<file path="config.mk">
export PLATFORM = sky130hd
export DESIGN_NAME = imm_gen_stage
export DESIGN_NICKNAME = d
export VERILOG_FILES = /design/src/rtl/imm_gen_stage_pkg.sv /design/src/rtl/imm_gen_stage_ext.sv /design/src/rtl/imm_gen_stage.sv
export SDC_FILE = /design/constraint.sdc
export NUM_CORES = 1
export LEC_CHECK = 0
export CORE_MARGIN = 2
export CORE_UTILIZATION = 47
export DETAILED_ROUTE_END_ITERATION = 10
export PLACE_DENSITY = 0.86
export SLEW_MARGIN = 40
export SYNTH_ARGS = -nofsm -noshare
export SYNTH_HDL_FRONTEND = slang
export SYNTH_SLANG_ARGS = --single-unit
</file>
<file path="constraint.sdc">
create_clock -name cpu_clk -period 3.25 [get_ports cpu_clk]
set_input_delay 0.325 -clock cpu_clk [delete_from_list [all_inputs] [get_ports cpu_clk]]
set_output_delay 0.325 -clock cpu_clk [all_outputs]
set_load 0.005 [all_outputs]
</file>
<file path="src/rtl/imm_gen_stage_pkg.sv">
// Shared definitions for the immediate generator stage: format select codes
// and the datapath width legality helper.
package imm_gen_stage_pkg;

  localparam int unsigned IMM_OP_W = 3;

  typedef enum logic [IMM_OP_W-1:0] {
    IMM_NONE = 3'd0,
    IMM_I    = 3'd1,
    IMM_S    = 3'd2,
    IMM_B    = 3'd3,
    IMM_U    = 3'd4,
    IMM_J    = 3'd5,
    IMM_Z    = 3'd6,
    IMM_SH   = 3'd7
  } imm_op_e;

  function automatic bit xlen_legal(input int unsigned xlen);
    return (xlen == 32) || (xlen == 64);
  endfunction

endpackage

</file>
<file path="src/rtl/imm_gen_stage_ext.sv">
// imm_ext_comb: pure combinational immediate extraction and extension to XLEN.
module imm_ext_comb
  import imm_gen_stage_pkg::*;
#(
  parameter int unsigned XLEN = 32
) (
  input  logic [IMM_OP_W-1:0] op,
  input  logic [31:0]         inst,
  output logic [XLEN-1:0]     ext
);

  // Every format is first built as a 32-bit value that is already correctly
  // sign/zero extended to 32 bits; Z and SH always have bit 31 clear, so a
  // single signed widening to XLEN is correct for all formats.
  logic [31:0] imm32;

  // Format decode into a 32-bit immediate.
  always_comb begin
    imm32 = '0;
    case (op)
      IMM_NONE: imm32 = '0;
      IMM_I:    imm32 = {{20{inst[31]}}, inst[31:20]};
      IMM_S:    imm32 = {{20{inst[31]}}, inst[31:25], inst[11:7]};
      IMM_B:    imm32 = {{19{inst[31]}}, inst[31], inst[7], inst[30:25], inst[11:8], 1'b0};
      IMM_U:    imm32 = {inst[31:12], 12'b0};
      IMM_J:    imm32 = {{11{inst[31]}}, inst[31], inst[19:12], inst[20], inst[30:21], 1'b0};
      IMM_Z:    imm32 = {27'b0, inst[19:15]};
      IMM_SH:   imm32 = (XLEN == 64) ? {26'b0, inst[25:20]} : {27'b0, inst[24:20]};
      default:  imm32 = '0;
    endcase
  end

  assign ext = XLEN'($signed(imm32));

endmodule

</file>
<file path="src/rtl/imm_gen_stage.sv">
// imm_gen_stage: registered immediate generator with a 2-entry skid buffer
// (main entry drives out_*, skid entry catches one beat while main stalls).
// Optional feature macro: IMM_TGT_EN adds a buffered in_pc + ext target.
module imm_gen_stage
  import imm_gen_stage_pkg::*;
#(
  parameter int unsigned XLEN = 32
) (
  input  logic                cpu_clk,
  input  logic                cpu_rst,
  input  logic                flush,
  input  logic                in_valid,
  output logic                in_ready,
  input  logic [IMM_OP_W-1:0] in_op,
  input  logic [31:0]         in_inst,
  input  logic [XLEN-1:0]     in_pc,
  output logic                out_valid,
  input  logic                out_ready,
  output logic [XLEN-1:0]     out_ext,
  output logic [XLEN-1:0]     out_tgt
);

  if (!xlen_legal(XLEN)) begin : g_xlen_bad
    $error("imm_gen_stage: XLEN must be 32 or 64");
  end

  logic            main_valid;
  logic            skid_valid;
  logic [XLEN-1:0] main_ext;
  logic [XLEN-1:0] skid_ext;
  logic [XLEN-1:0] new_ext;
  logic            in_xfer;
  logic            main_free;
  logic            ld_main_skid;
  logic            ld_main_in;
  logic            ld_skid;

  imm_ext_comb #(.XLEN(XLEN)) u_ext (
    .op   (in_op),
    .inst (in_inst),
    .ext  (new_ext)
  );

  // in_ready depends only on registered skid occupancy and reset, never on out_ready.
  assign in_ready  = ~skid_valid & ~cpu_rst;
  assign in_xfer   = in_valid & in_ready;
  assign main_free = ~main_valid | out_ready;

  // Load enables; flush suppresses every movement. Skid has priority into main
  // to preserve order, and while skid is full in_ready is low so no new beat competes.
  assign ld_main_skid = ~flush & main_free & skid_valid;
  assign ld_main_in   = ~flush & main_free & ~skid_valid & in_xfer;
  assign ld_skid      = ~flush & ~main_free & in_xfer;

  // Entry occupancy; reset and flush empty both entries.
  always_ff @(posedge cpu_clk) begin
    if (cpu_rst || flush) begin
      main_valid <= 1'b0;
      skid_valid <= 1'b0;
    end else begin
      if (main_free) begin
        main_valid <= skid_valid | in_xfer;
      end
      if (ld_skid) begin
        skid_valid <= 1'b1;
      end else if (main_free) begin
        skid_valid <= 1'b0;
      end
    end
  end

  // Immediate payload for both entries.
  always_ff @(posedge cpu_clk) begin
    if (cpu_rst) begin
      main_ext <= '0;
      skid_ext <= '0;
    end else begin
      if (ld_main_skid) begin
        main_ext <= skid_ext;
      end else if (ld_main_in) begin
        main_ext <= new_ext;
      end
      if (ld_skid) begin
        skid_ext <= new_ext;
      end
    end
  end

  assign out_valid = main_valid;
  assign out_ext   = main_ext;

`ifdef IMM_TGT_EN
  logic [XLEN-1:0] new_tgt;
  logic [XLEN-1:0] main_tgt;
  logic [XLEN-1:0] skid_tgt;

  assign new_tgt = in_pc + new_ext;

  // Target payload travels with the immediate through both entries.
  always_ff @(posedge cpu_clk) begin
    if (cpu_rst) begin
      main_tgt <= '0;
      skid_tgt <= '0;
    end else begin
      if (ld_main_skid) begin
        main_tgt <= skid_tgt;
      end else if (ld_main_in) begin
        main_tgt <= new_tgt;
      end
      if (ld_skid) begin
        skid_tgt <= new_tgt;
      end
    end
  end

  assign out_tgt = main_tgt;
`else
  logic unused_pc;
  assign unused_pc = ^in_pc;
  assign out_tgt   = '0;
`endif

endmodule
</file>
# Word level (Yosys, flattened, before mapping)
# Cells that the tools add are included.
dict set report totals {
  elab_cells 35
  ff_bits 66
  in_bits 72
  out_inout_bits 66
}
dict set report classes {
  eq_ne 7
  reduce_logical 4
  bitwise 15
  mux 5
}
# cell count
set ops {}
lappend ops {{case mux 32 bit (8 select lines)} 1}
lappend ops {{2-to-1 mux 32 bit} 2}
lappend ops {{equality test 3 bit, second input constant} 4}
lappend ops {{AND 1 bit} 8}
lappend ops {{equality test 3 x 2 -> 1 bit, second input constant} 2}
lappend ops {{inverter 1 bit} 5}
lappend ops {{nonzero test 2 bit} 2}
lappend ops {{equality test 3 x 1 -> 1 bit, second input constant} 1}
lappend ops {{zero test 3 bit} 1}
lappend ops {{2-to-1 mux 1 bit} 2}
lappend ops {{bitwise OR 1 bit} 2}
lappend ops {{logical OR 1 bit} 1}

# Logic depth before layout (Yosys ltp)
dict set report depth {
  ltp_word 7
  ltp_mapped 7
  depth_no_buf 4
}

# Hierarchy
# A second synthesis with hierarchy kept.
dict set report hier_totals {
  cells_unflattened 419
  area_unflattened_um2 3638.5
}
# mod seq_area_each_um2 area_per_inst_um2 n_inst cells_per_inst
set by_module_without_submodules {}
lappend by_module_without_submodules {imm_gen_stage 1321.3 3136.8 1 340}
lappend by_module_without_submodules {imm_ext_comb 0.0 501.7 1 79}

# Least setup slack after synthesis
# Ideal clock, no wire load.
dict set report synth_path {
  kind {in2out}
  startpoint {input port cpu_rst}
  endpoint {output port in_ready}
  path_buffers 3
  arrival_time_ns 1.134
  setup_slack_ns 1.791
  path_stages 4
  required_ns 2.925
  cell_sequence {buf_2 clkbuf_1 clkbuf_1 nor2_1}
}
dict set report synth_via {
  elab_chain_len 2
}
# element line_no
set synth_rtl {}
lappend synth_rtl {{start: declaration} imm_gen_stage.sv:10} ;# input logic cpu_rst,
lappend synth_rtl {{inverter 1 bit} imm_gen_stage.sv:45} ;# assign in_ready = ~skid_valid & ~cpu_rst;
lappend synth_rtl {{AND 1 bit} imm_gen_stage.sv:45}
lappend synth_rtl {{end: declaration} imm_gen_stage.sv:13} ;# output logic in_ready,
# No other way between the ends.

# Worst setup path in the final report
dict set report layout_path {
  startpoint {register skid_valid}
  endpoint {register main_ext[31], in the netlist out_ext[31]}
}
dict set report layout_via {
  elab_chain_len 5
  word_cells_on_any_way 8
  cone_classes {1 x mux; 6 x bitwise; 1 x reduce/logical}
}
# element line_no
set layout_rtl {}
lappend layout_rtl {{start: declaration} imm_gen_stage.sv:28} ;# logic skid_valid;
lappend layout_rtl {{start signal: assignment} imm_gen_stage.sv:59} ;# skid_valid <= 1'b0;
lappend layout_rtl {{start signal: assignment} imm_gen_stage.sv:65} ;# skid_valid <= 1'b1;
lappend layout_rtl {{start signal: assignment} imm_gen_stage.sv:67} ;# skid_valid <= 1'b0;
lappend layout_rtl {{inverter 1 bit} {imm_gen_stage.sv:45, imm_gen_stage.sv:52}}
lappend layout_rtl {{AND 1 bit} imm_gen_stage.sv:45}
lappend layout_rtl {{AND 1 bit} imm_gen_stage.sv:46} ;# assign in_xfer = in_valid & in_ready;
lappend layout_rtl {{AND 1 bit} imm_gen_stage.sv:52} ;# assign ld_main_in = ~flush & main_free & ~skid_valid & in_xfer;
lappend layout_rtl {{nonzero test 2 bit (no line)} n/a}
lappend layout_rtl {{end signal: assignment} imm_gen_stage.sv:79} ;# main_ext <= skid_ext;
lappend layout_rtl {{end signal: assignment} imm_gen_stage.sv:81} ;# main_ext <= new_ext;
lappend layout_rtl {{end: declaration} imm_gen_stage.sv:29} ;# logic [XLEN-1:0] main_ext;
# Parallel ways exist; a longest one is shown, timed or not.
# A chain may end at the register's enable or synchronous reset.

==> impl_metrics.tcl <==
set metrics [dict create \
    finalMaxSlewViolations 0 \
    initialDrtViolationCount 274 \
    cp-start-kind "flip-flop" \
    whs_ns 0.454 \
    layout_common_cells "dfxtp_1 (66), clkdlybuf4s50_1 (65), nand2_1 (50), a21oi_1 (42), nor2_1 (39)" \
    ys_ff_latch 66 \
    num_rows 31 \
    cts_num_sinks 66 \
    first_global_vias 2889 \
    drcViolationCount 0 \
    clk_path_buf_depth 2 \
    dieArea_um2 8050 \
    synth_ff_type "dfxtp_1" \
    fin_nets 524 \
    dp.final_hpwl_um 5640 \
    finalSetupViolations 0 \
    grt_max_degree 49 \
    slew_headroom 0.538 \
    utilization 0.583 \
    cts_hold_buf 0 \
    wl_um 8500 \
    async_reset_ff_frac 0 \
    path_buf_inv 1 \
    synth_area_um2 3450 \
    final_common_cell "dfxtp_1" \
    cts.clk_slew.worst_paths_ns 0.07 \
    ys_seq_area_frac 0.383 \
    outcome "finished, final reports clean" \
    syn_inst 401 \
    yosysWarnings 0 \
    fp.dieW_um 89.7 \
    worst_slew_pin_slew_ns 0.690 \
    ant_nets 0 \
    tns_ns 0 \
    portBuffers 66 \
    clock_skew_ns 0.00704 \
    fp.dieH_um 89.7 \
    path_class "flip-flop to flip-flop" \
    vias_per_cell 5.60 \
    postCtsSetupRepairBufs 0 \
    min_period_ns 2.16 \
    clock_latency_ns 0.34 \
    start_util 0.481 \
    core_um2 7180 \
    firstDrtPassIters 5 \
    cts_resized 0 \
    holdCritPathClass "flip-flop to flip-flop" \
    overflow 0 \
    synthToLayoutAreaGrowth_pct 21.1 \
    end_kind "flip-flop" \
    syn_avg_cell_area_um2 8.61 \
    ys_types 38 \
    cp_max_fo 28 \
    antenna_found_initial 0 \
    cts_tree "done" \
    grt_use_total 0.204 \
    crit_arrival_ns 2.43 \
    pin_count 138 \
    maxCapViolations 0 \
    n_antenna_cell 0 \
    num_vias 3106 \
    finalCritPeriodShare 0.665 \
    rsz0062_at_grt "no" \
    slowest_stage "a211oi_4" \
    cts_buffers 9 \
    place.gp.congestion 0.844 \
    wl_per_cell_um 15.3 \
    finalHoldViolations 0 \
    grt_pass1_wl_um 13600 \
    critical_path.cell_chain "inv_2, a211oi_4, o221ai_1, a21oi_1" \
    layout-drive-gt1-share 0.105 \
    slowest_delay_ns 0.70 \
    synth_edf_count 0 \
    irDropWorstVdd_mv 0.208 \
    path_delay_family "compound AO/OA/AOI/OAI gates" \
    fmax_mhz 463 \
    htree_levels 3 \
    p_per_area_nw_per_um2 401 \
    crit_required_ns 3.52 \
    cts-root-buf "clkbuf_8" \
    p_leak_nw 1.47 \
]
==> registers in the layout, summed over array words and instances (netlist names) <==
signal      count
out_ext        32
out_valid       1
skid_ext       32
skid_valid      1
==> per-layer routing <==
| layer | share of wire | global-route usage |
|---|---|---|
| met5 | 0 | 0 |
| met4 | 0.012 | 0.0795 |
| met3 | 0.068 | 0.0386 |
| met2 | 0.49 | 0.347 |
| met1 | 0.43 | 0.257 |
==> cell usage after synthesis, types with 14 or more instances <==
| library cell | count | area, µm² |
|---|---|---|
| nand2_1 | 50 | 188 |
| clkbuf_1 | 14 | 52.6 |
| a211oi_1 | 22 | 165 |
| o221ai_1 | 16 | 140 |
| o41ai_2 | 16 | 260 |
| a21oi_1 | 42 | 210 |
| buf_4 | 35 | 263 |
| nand3b_1 | 16 | 120 |
| buf_2 | 14 | 70.1 |
| nor2_1 | 40 | 150 |
| dfxtp_1 | 66 | 1320 |
==> metrics by stage <==
step / power (mW) / instance area [µm²] / setup WS (ns) / cells
finish: 1.68 / 4180 / 1.09 / 555
global route: 1.73 / 4180 / 0.996 / 555
detailed placement: 1.06 / 4000 / 0.655 / 540
CTS: 1.68 / 4180 / 0.991 / 555
floorplan: 0.999 / 3570 / 1.79 / 432
global placement: 1.06 / 4000 / 0.676 / 540
==> report_power, final <==
| part | leakage [nW] | internal (mW) | switching (mW) |
|---|---|---|---|
| combinational | 0.852 | 0.0984 | 0.119 |
| sequential | 0.533 | 0.822 | 0.00761 |
| clock | 0.0834 | 0.313 | 0.317 |
| total | 1.47 | 1.23 | 0.443 |
==> area by class of cell <==
class                      count  area (µm²)
tap                           99         124
timing repair buffer          74         716
inverter                       3        11.3
clock inverter                 4        27.5
multi-input combinational    298        1830
fill                         606        2990
sequential                    66        1320
clock buffer                  11         151
==> logic make-up after synthesis <==
family / after synthesis / synth area share
AND/OR/NAND/NOR: 146 / 0.208
other: 1 / 0.00109
XOR/XNOR: 1 / 0.00254
multiplexers: 3 / 0.00906
buffers and inverters: 68 / 0.121
AO/OA/AOI/OAI: 116 / 0.276
flip-flops: 66 / 0.383
==> worst min-delay path, delay by kind of cell (launching register included) <==
| family | cells | cell delay [ns] |
|---|---|---|
| and+or+nand+nor | 1 | 0.05 |
| AOI/OAI and AO/OA | 1 | 0.05 |
| DFF | 1 | 0.31 |
==> final timing paths <==
path	start	endpoint	slack [ns]	cells after the start
worst max-delay path	skid_valid	out_ext[31]	1.09	4
worst max register to register	skid_valid	out_ext[31]	1.09	4
worst min register to register	out_ext[7]	out_ext[7]	0.45	2
worst min-delay path	out_ext[7]	out_ext[7]	0.45	2
(Power assumes the default switching activity.)
